--- src/rtl/ser_shift_pkg.sv ---
// Shared constants and FSM state type for the bit-serial shift sequencer.
package ser_shift_pkg;

  localparam int XLEN    = 32;
  localparam int SHAMT_W = 5;

  localparam logic [SHAMT_W-1:0] CNT_LAST = SHAMT_W'(XLEN - 1);

  typedef enum logic [1:0] {
    IDLE = 2'd0,
    LOAD = 2'd1,
    OUT  = 2'd2
  } shift_seq_state_t;

endpackage

--- src/rtl/ser_shift_seq.sv ---
// Sequencer feeding the bit-serial shifter: streams operand A in, captures the shift amount, frames the result.
// Optional abort input enabled by defining SER_SHIFT_SEQ_ABORT_EN.
module ser_shift_seq
  import ser_shift_pkg::*;
(
  input  logic               i_clk,
  input  logic               i_rst_n,
`ifdef SER_SHIFT_SEQ_ABORT_EN
  input  logic               i_abort,
`endif
  input  logic               i_start,
  input  logic               i_right,
  input  logic               i_signed,
  input  logic               i_op_a,
  input  logic               i_op_b,
  output logic               o_ready,
  output logic               o_load,
  output logic [SHAMT_W-1:0] o_shamt,
  output logic               o_signed,
  output logic               o_right,
  output logic               o_d,
  input  logic               i_q,
  output logic               o_rd,
  output logic               o_rd_valid,
  output logic               o_done
);

  shift_seq_state_t   r_state;
  shift_seq_state_t   w_state_next;
  logic [SHAMT_W-1:0] r_cnt;
  logic [SHAMT_W-1:0] w_cnt_next;
  logic [SHAMT_W-1:0] r_shamt;
  logic [SHAMT_W-1:0] w_shamt_cap;
  logic               r_right;
  logic               r_signed;
  logic               w_accept;
  logic               w_abort;

`ifdef SER_SHIFT_SEQ_ABORT_EN
  assign w_abort = i_abort;
`else
  assign w_abort = 1'b0;
`endif

  // Only the first SHAMT_W operand-B bits land in the shift amount.
  genvar gi;
  generate
    for (gi = 0; gi < SHAMT_W; gi++) begin : g_shamt
      assign w_shamt_cap[gi] = (r_state == LOAD && r_cnt == SHAMT_W'(gi)) ? i_op_b : r_shamt[gi];
    end
  endgenerate

  always_comb begin
    w_state_next = r_state;
    w_cnt_next   = r_cnt;
    w_accept     = 1'b0;
    o_ready      = 1'b0;
    o_load       = 1'b0;
    o_d          = 1'b0;
    o_rd         = 1'b0;
    o_rd_valid   = 1'b0;
    o_done       = 1'b0;
    case (r_state)
      IDLE: begin
        o_ready = 1'b1;
        if (i_start && !w_abort) begin
          w_accept     = 1'b1;
          w_state_next = LOAD;
          w_cnt_next   = '0;
        end
      end
      LOAD: begin
        o_load     = 1'b1;
        o_d        = i_op_a;
        w_cnt_next = r_cnt + 1'b1;
        if (r_cnt == CNT_LAST) w_state_next = OUT;
      end
      OUT: begin
        o_rd       = i_q;
        o_rd_valid = 1'b1;
        w_cnt_next = r_cnt + 1'b1;
        if (r_cnt == CNT_LAST) begin
          o_done       = 1'b1;
          w_state_next = IDLE;
        end
      end
      default: begin
        w_state_next = IDLE;
        w_cnt_next   = '0;
      end
    endcase
    // An abort ends the sequence silently; the latched direction flags survive.
    if (w_abort && r_state != IDLE) begin
      o_done       = 1'b0;
      w_state_next = IDLE;
      w_cnt_next   = '0;
    end
  end

  always_ff @(posedge i_clk) begin
    if (!i_rst_n) begin
      r_state  <= IDLE;
      r_cnt    <= '0;
      r_shamt  <= '0;
      r_right  <= 1'b0;
      r_signed <= 1'b0;
    end else begin
      r_state <= w_state_next;
      r_cnt   <= w_cnt_next;
      if (w_accept || (w_abort && r_state != IDLE)) begin
        r_shamt <= '0;
      end else begin
        r_shamt <= w_shamt_cap;
      end
      if (w_accept) begin
        r_right  <= i_right;
        r_signed <= i_signed;
      end
    end
  end

  assign o_shamt  = r_shamt;
  assign o_right  = r_right;
  assign o_signed = r_signed;

endmodule

--- config.mk ---
export PLATFORM = sky130hd
export DESIGN_NAME = ser_shift_seq
export DESIGN_NICKNAME = d
export VERILOG_FILES = /design/src/rtl/ser_shift_pkg.sv /design/src/rtl/ser_shift_seq.sv
export SDC_FILE = /design/constraint.sdc
export NUM_CORES = 1
export LEC_CHECK = 0
export ABC_AREA = 1
export CAP_MARGIN = 25
export CELL_PAD_IN_SITES_DETAIL_PLACEMENT = 1
export CELL_PAD_IN_SITES_GLOBAL_PLACEMENT = 2
export CORE_ASPECT_RATIO = 0.9
export CORE_MARGIN = 2
export CORE_UTILIZATION = 25
export CTS_BUF_LIST = sky130_fd_sc_hd__clkbuf_8 sky130_fd_sc_hd__clkbuf_16
export DETAILED_ROUTE_END_ITERATION = 8
export MAX_ROUTING_LAYER = met4
export PLACE_DENSITY = 0.73
export SKIP_LAST_GASP = 1
export SYNTH_ARGS = -nofsm -noshare
export SYNTH_HDL_FRONTEND = slang
export SYNTH_SLANG_ARGS = --single-unit
--- constraint.sdc ---
create_clock -name i_clk -period 1.6 [get_ports i_clk]
set_input_delay 0.32 -clock i_clk [delete_from_list [all_inputs] [get_ports i_clk]]
set_output_delay 0.32 -clock i_clk [all_outputs]
set_load 0.005 [all_outputs]
# Yosys cells after proc, flatten, opt, wreduce, memory -nomap -nowiden
# Cells that the tools add are included.
totals:
  reg_bits: 14
  inputBits: 8
classes:
  addsub: 1
  n_eq_ne: 10
  mux: 15
  bitwise: 1
  n_reduce_logical: 10
op_table:
  columns: ["cell", "n"]
  rows:
  - ["$eq 5x2->1 const B", 2]
  - ["$pmux 5 s2", 1]
  - ["$mux 1", 9]
  - ["$mux 2", 3]
  - ["$pmux 2 s3", 1]
  - ["$add 5x1->5 const B", 1]
  - ["$eq 5x1->1 const B", 1]
  - ["$eq 5x3->1 const B", 1]
  - ["$eq 5x5->1 const B", 1]
  - ["$logic_and 1x1->1", 5]
  - ["$logic_not 5->1", 1]
  - ["$mux 5", 1]
  - ["$ne 2x2->1 const B", 2]
  - ["$reduce_or 2->1", 2]
  - ["$reduce_and 3->1", 1]
  - ["$eq 2x1->1 const B", 1]
  - ["$eq 2x2->1 const B", 1]
  - ["$logic_not 2->1", 1]
  - ["$ne 2x1->1 const B", 1]
  - ["$not 1->1", 1]

# Logic depth before layout (Yosys ltp)
depth:
  word_depth: 3
  mapped_depth: 10
  mapped_depth_nobuf: 10

# Worst setup path before layout
# No wires, ideal clock.
synth_path:
  path_kind: "flip-flop to flip-flop"
  from: "reg r_cnt[0]"
  to: "reg r_state[1]"
  arrival_ns: 1.242
  setup_slack_ns: 0.245
  path_stages_with_launch: 10
  period_less_slack_ns: 1.355
  cell_sequence: "dfxtp_1 > ha_1 > inv_1 > nor3_1 > ha_1 > inv_1 > nand2_1 > nand3_2 > nor2_1 > nor2_1"
synth_via:
  elab_chain_cells: 3
synth_rtl:
  columns: ["element", "line", "source"]
  rows:
  - ["start, declared", "ser_shift_seq.sv:30", "logic [SHAMT_W-1:0] r_cnt;"]
  - ["start signal, assigned", "ser_shift_seq.sv:109", "r_cnt <= w_cnt_next;"]
  - ["$eq 5x5->1 *", "ser_shift_seq.sv:76, ser_shift_seq.sv:82", null]
  - ["$ne 2x2->1 (no line) or $ne 2x1->1 (tied branches)", null, null]
  - ["$reduce_and 3->1 (no line) *", null, null]
  - ["end signal, assigned", "ser_shift_seq.sv:108", "r_state <= w_state_next;"]
  - ["end, declared", "ser_shift_seq.sv:28", "shift_seq_state_t r_state;"]
# Every way passes the cells marked *; elsewhere a longest branch is shown, timed or not.
# A chain may end at the register's enable or synchronous reset.

# Final worst setup path
layout_path:
  from: "reg r_cnt[0]"
  to: "out o_done"
layout_via:
  elab_chain_cells: 3
layout_rtl:
  columns: ["element", "line", "source"]
  rows:
  - ["$eq 5x5->1", "ser_shift_seq.sv:82", "if (r_cnt == CNT_LAST) begin"]
  - ["$mux 1", "ser_shift_seq.sv:82", null]
  - ["$mux 1", "ser_shift_seq.sv:63", "case (r_state)"]
  - ["end, declared", "ser_shift_seq.sv:25", "output logic o_done"]
# Every way passes these cells.

==> run_results.csv <==
group,metric,value,unit
outcome,status,"finished with violations",
outcome,violations,"negative setup slack",
final_layout,final_cells,204,
timing,setup_violations,1,
min_path,hold_class,"reg2reg",
power,combinationalPowerShare,55.8,%
power,power_density,1490,mW/mm2
global_routing,grt_pass1_vias,901,
final_layout,final_util,39.8,%
drt,vias,868,
worst_setup_path,crit_chain,"ha_4 > inv_2 > nor3_2 > ha_2 > nand2_1 > inv_1 > buf_2",
timing,period_minus_slack,1.60,ns
floorplan,die_h,59.2,um
drt,antenna_left,0,
cts,cts_made_buffers,3,
drt,avgViaCountPerCell,4.25,
power,power.switching,804,uW
cts,htreeDepth,1,
timing,setup_ws,-0.00286,ns
placement,post-place-cells,196,
power,sequentialPowerShare,26.2,%
logic_synthesis,ys_types,17,
logic_synthesis,synth_edf_count,0,
final_layout,nNetsFinal,178,
power,ir_worst_vdd,0.633,mV
cts,clk_pin_slew,0.06,ns
cts,cts_buffer_depth,2,
worst_setup_path,crit_fanout,2,
cts,hold_buffers,0,
cts,cts_tree,"done",
global_routing,grtUsageMet2,25.5,%
logic_synthesis,synth_area_leader_cell,"dfxtp_1",
worst_setup_path,end_kind,"output port",
cts,clk_root_buffer_cell,"clkbuf_8",
drt,drtIter0Drc,20,
final_layout,antenna_cells,0,
logic_synthesis,synthTopCellsByCount,"27 x nand2_1, 27 x nor2_1, 16 x inv_1",
drt,wire_per_inst,11.2,um
timing,skew,0.00123,ns
global_routing,grt_max_degree,9,
worst_setup_path,start_kind,"flop",
global_routing,grt_pass1_wl,3970,um
drt,wirelength,2280,um
global_routing,grt_overflow,0,
worst_setup_path,slowest_stage,"dfxtp_2",
floorplan,io_pins,21,
placement,port_buffers,20,
logic_synthesis,synth-seq-cells,14,
timing,hold_viol,0,
logic_synthesis,syn-cell-area,847,um2
floorplan,placementRows,20,
cts,clk_latency,0.25,ns
logic_synthesis,synth.avg_cell_area,6.89,um2
drt,drc_errors,0,
flow_run,cap_violations,0,
drt,first_pass_iters,4,
logic_synthesis,yosys_warnings,0,
timing,drv_slew,0,
final_layout,nFillCells,428,
global_routing,top_usage_layer,"met2",
global_routing,antenna_found_initial,0,
timing,tightest_slew,0.279,ns
power,p_int,1160,uW
floorplan,fp.coreArea,0.00330,mm2
logic_synthesis,synth.top_cells.by_area,"dfxtp_1 33%, ha_1 13%, nand2_1 12%, nor2_1 12%, inv_1 7.1%",
placement,hpwl,1830,um
global_routing,grtUsageMet1,15.1,%
final_layout,synthToLayoutAreaGrowth,55.2,%
timing,fmax,0.624,GHz
timing,rsz0062_at_grt,"yes",
floorplan,start_util,25.6,%
logic_synthesis,synthCells,123,
worst_setup_path,worst-endpoint-required,1.28,ns
final_layout,drive_above_1_share,30.0,%
power,leakagePower,0.000594,uW
timing,period_share,100,%
worst_setup_path,critical_path_class,"reg2out",
timing,maxSlewHeadroom,81.4,%
power,switching_share,40.9,%
power,clkPwrFrac,18.1,%
placement,globalplace.congestion,0.769,
logic_synthesis,synth_top_area_share,33.1,%
logic_synthesis,synth_ff_type,"dfxtp_1",
logic_synthesis,yosysSeqAreaShare,33.1,%
logic_synthesis,synth_fp_nets,140,
worst_setup_path,arrival,1.28,ns
global_routing,track_usage,14.0,%
floorplan,die_w,65.4,um
cts,cts.sinks,14,
floorplan,dieArea,0.00387,mm2
logic_synthesis,synthArstFlopShare,0,%
global_routing,use_met3,2.28,%
worst_setup_path,max_stage_delay,0.36,ns
==> timing repair <==
action | 4_1_cts | 5_1_grt
endpoints found under the setup margin | 6 | 2
pin swaps | 3 | 3
gates resized for setup | 29 | 1
buffers inserted | 3 | 1
hold endpoints to repair | 0 | 0
==> worst max-delay path, delay by kind of cell, from the launching register on <==
| family | cells | cell delay [ns] |
|---|---|---|
| flops | 1 | 0.36 |
| simple gates | 2 | 0.16 |
| buf+inv | 3 | 0.18 |
| fa+ha+maj | 2 | 0.34 |
==> per-stage QoR <==
stage               power [uW]  setup WS (ns)  cell area [um2]  hold WS (ns)  setup TNS, ns
finish                    1970       -0.00286             1320         0.486       -0.00286
global route              2160        -0.0971             1320         0.515        -0.0971
CTS                       2000        -0.0839             1310         0.494        -0.0839
detailed placement        1500         -0.206             1170         0.481         -0.383
global placement          1460         -0.178             1170         0.463         -0.338
floorplan                 1080          0.245              847         0.440              0
==> flip-flops by register name, summed over array words and instances (netlist names) <==
register	count
r_state	2
o_right	1
o_signed	1
o_shamt	5
r_cnt	5
==> cell type report <==
class	count	area (um2)	share of cell area, %
Clock buffer	4	55.1	4.19
Inverter	21	83.8	6.37
Tap cell	44	55.1	4.19
Multi-Input combinational cell	88	546	41.5
Timing Repair Buffer	33	288	21.9
Sequential cell	14	288	21.9
==> cell usage in the layout (no fill, tap or decap), drive strengths merged <==
master | synthesis | final
ha | 9 | 9
clkdlybuf4s15 | 0 | 1
buf | 0 | 14
clkbuf | 0 | 4
o21ai | 4 | 4
nand3 | 5 | 5
nand4 | 3 | 3
dlygate4sd2 | 0 | 4
nor3 | 3 | 3
inv | 21 | 21
clkdlybuf4s50 | 0 | 14
dfxtp | 14 | 14
a21oi | 2 | 2
nor2 | 34 | 34
nand2 | 28 | 28
==> cell families (layout without fill, tap and decap cells) <==
logic type | Yosys count | in the layout | synth area share (%)
compound gates | 6 | 6 | 3.99
flops | 14 | 14 | 33.1
fa+ha+maj | 9 | 9 | 13.3
buf+inv | 21 | 58 | 9.31
simple gates | 73 | 73 | 40.3
==> worst paths after layout <==
check	start	end	slack, ns	depth (start not counted)
worst max-delay path	r_cnt[0]$_SDFFE_PN0P_	o_done	-0.003	7
worst min-delay path	o_right$_SDFFE_PN0P_	o_right$_SDFFE_PN0P_	0.49	2
worst max register to register	r_cnt[0]$_SDFFE_PN0P_	r_state[0]$_SDFFE_PN0P_	0.15	10
worst min register to register	o_right$_SDFFE_PN0P_	o_right$_SDFFE_PN0P_	0.49	2
==> metal layers <==
metal  wire [um]  vias up
met2        1200       11
met5           0        -
met3          51        3
met1        1000      409
met4          25        0
li1            -      445
==> power groups by stage <==
stage	registers (uW)	clock network (uW)	logic (uW)
global placement	473	0	986
global route	525	392	1240
detailed placement	482	0	1020
CTS	518	369	1120
finish	514	355	1100
floorplan	488	0	593
No activity file was read; power rests on OpenSTA's default activity.
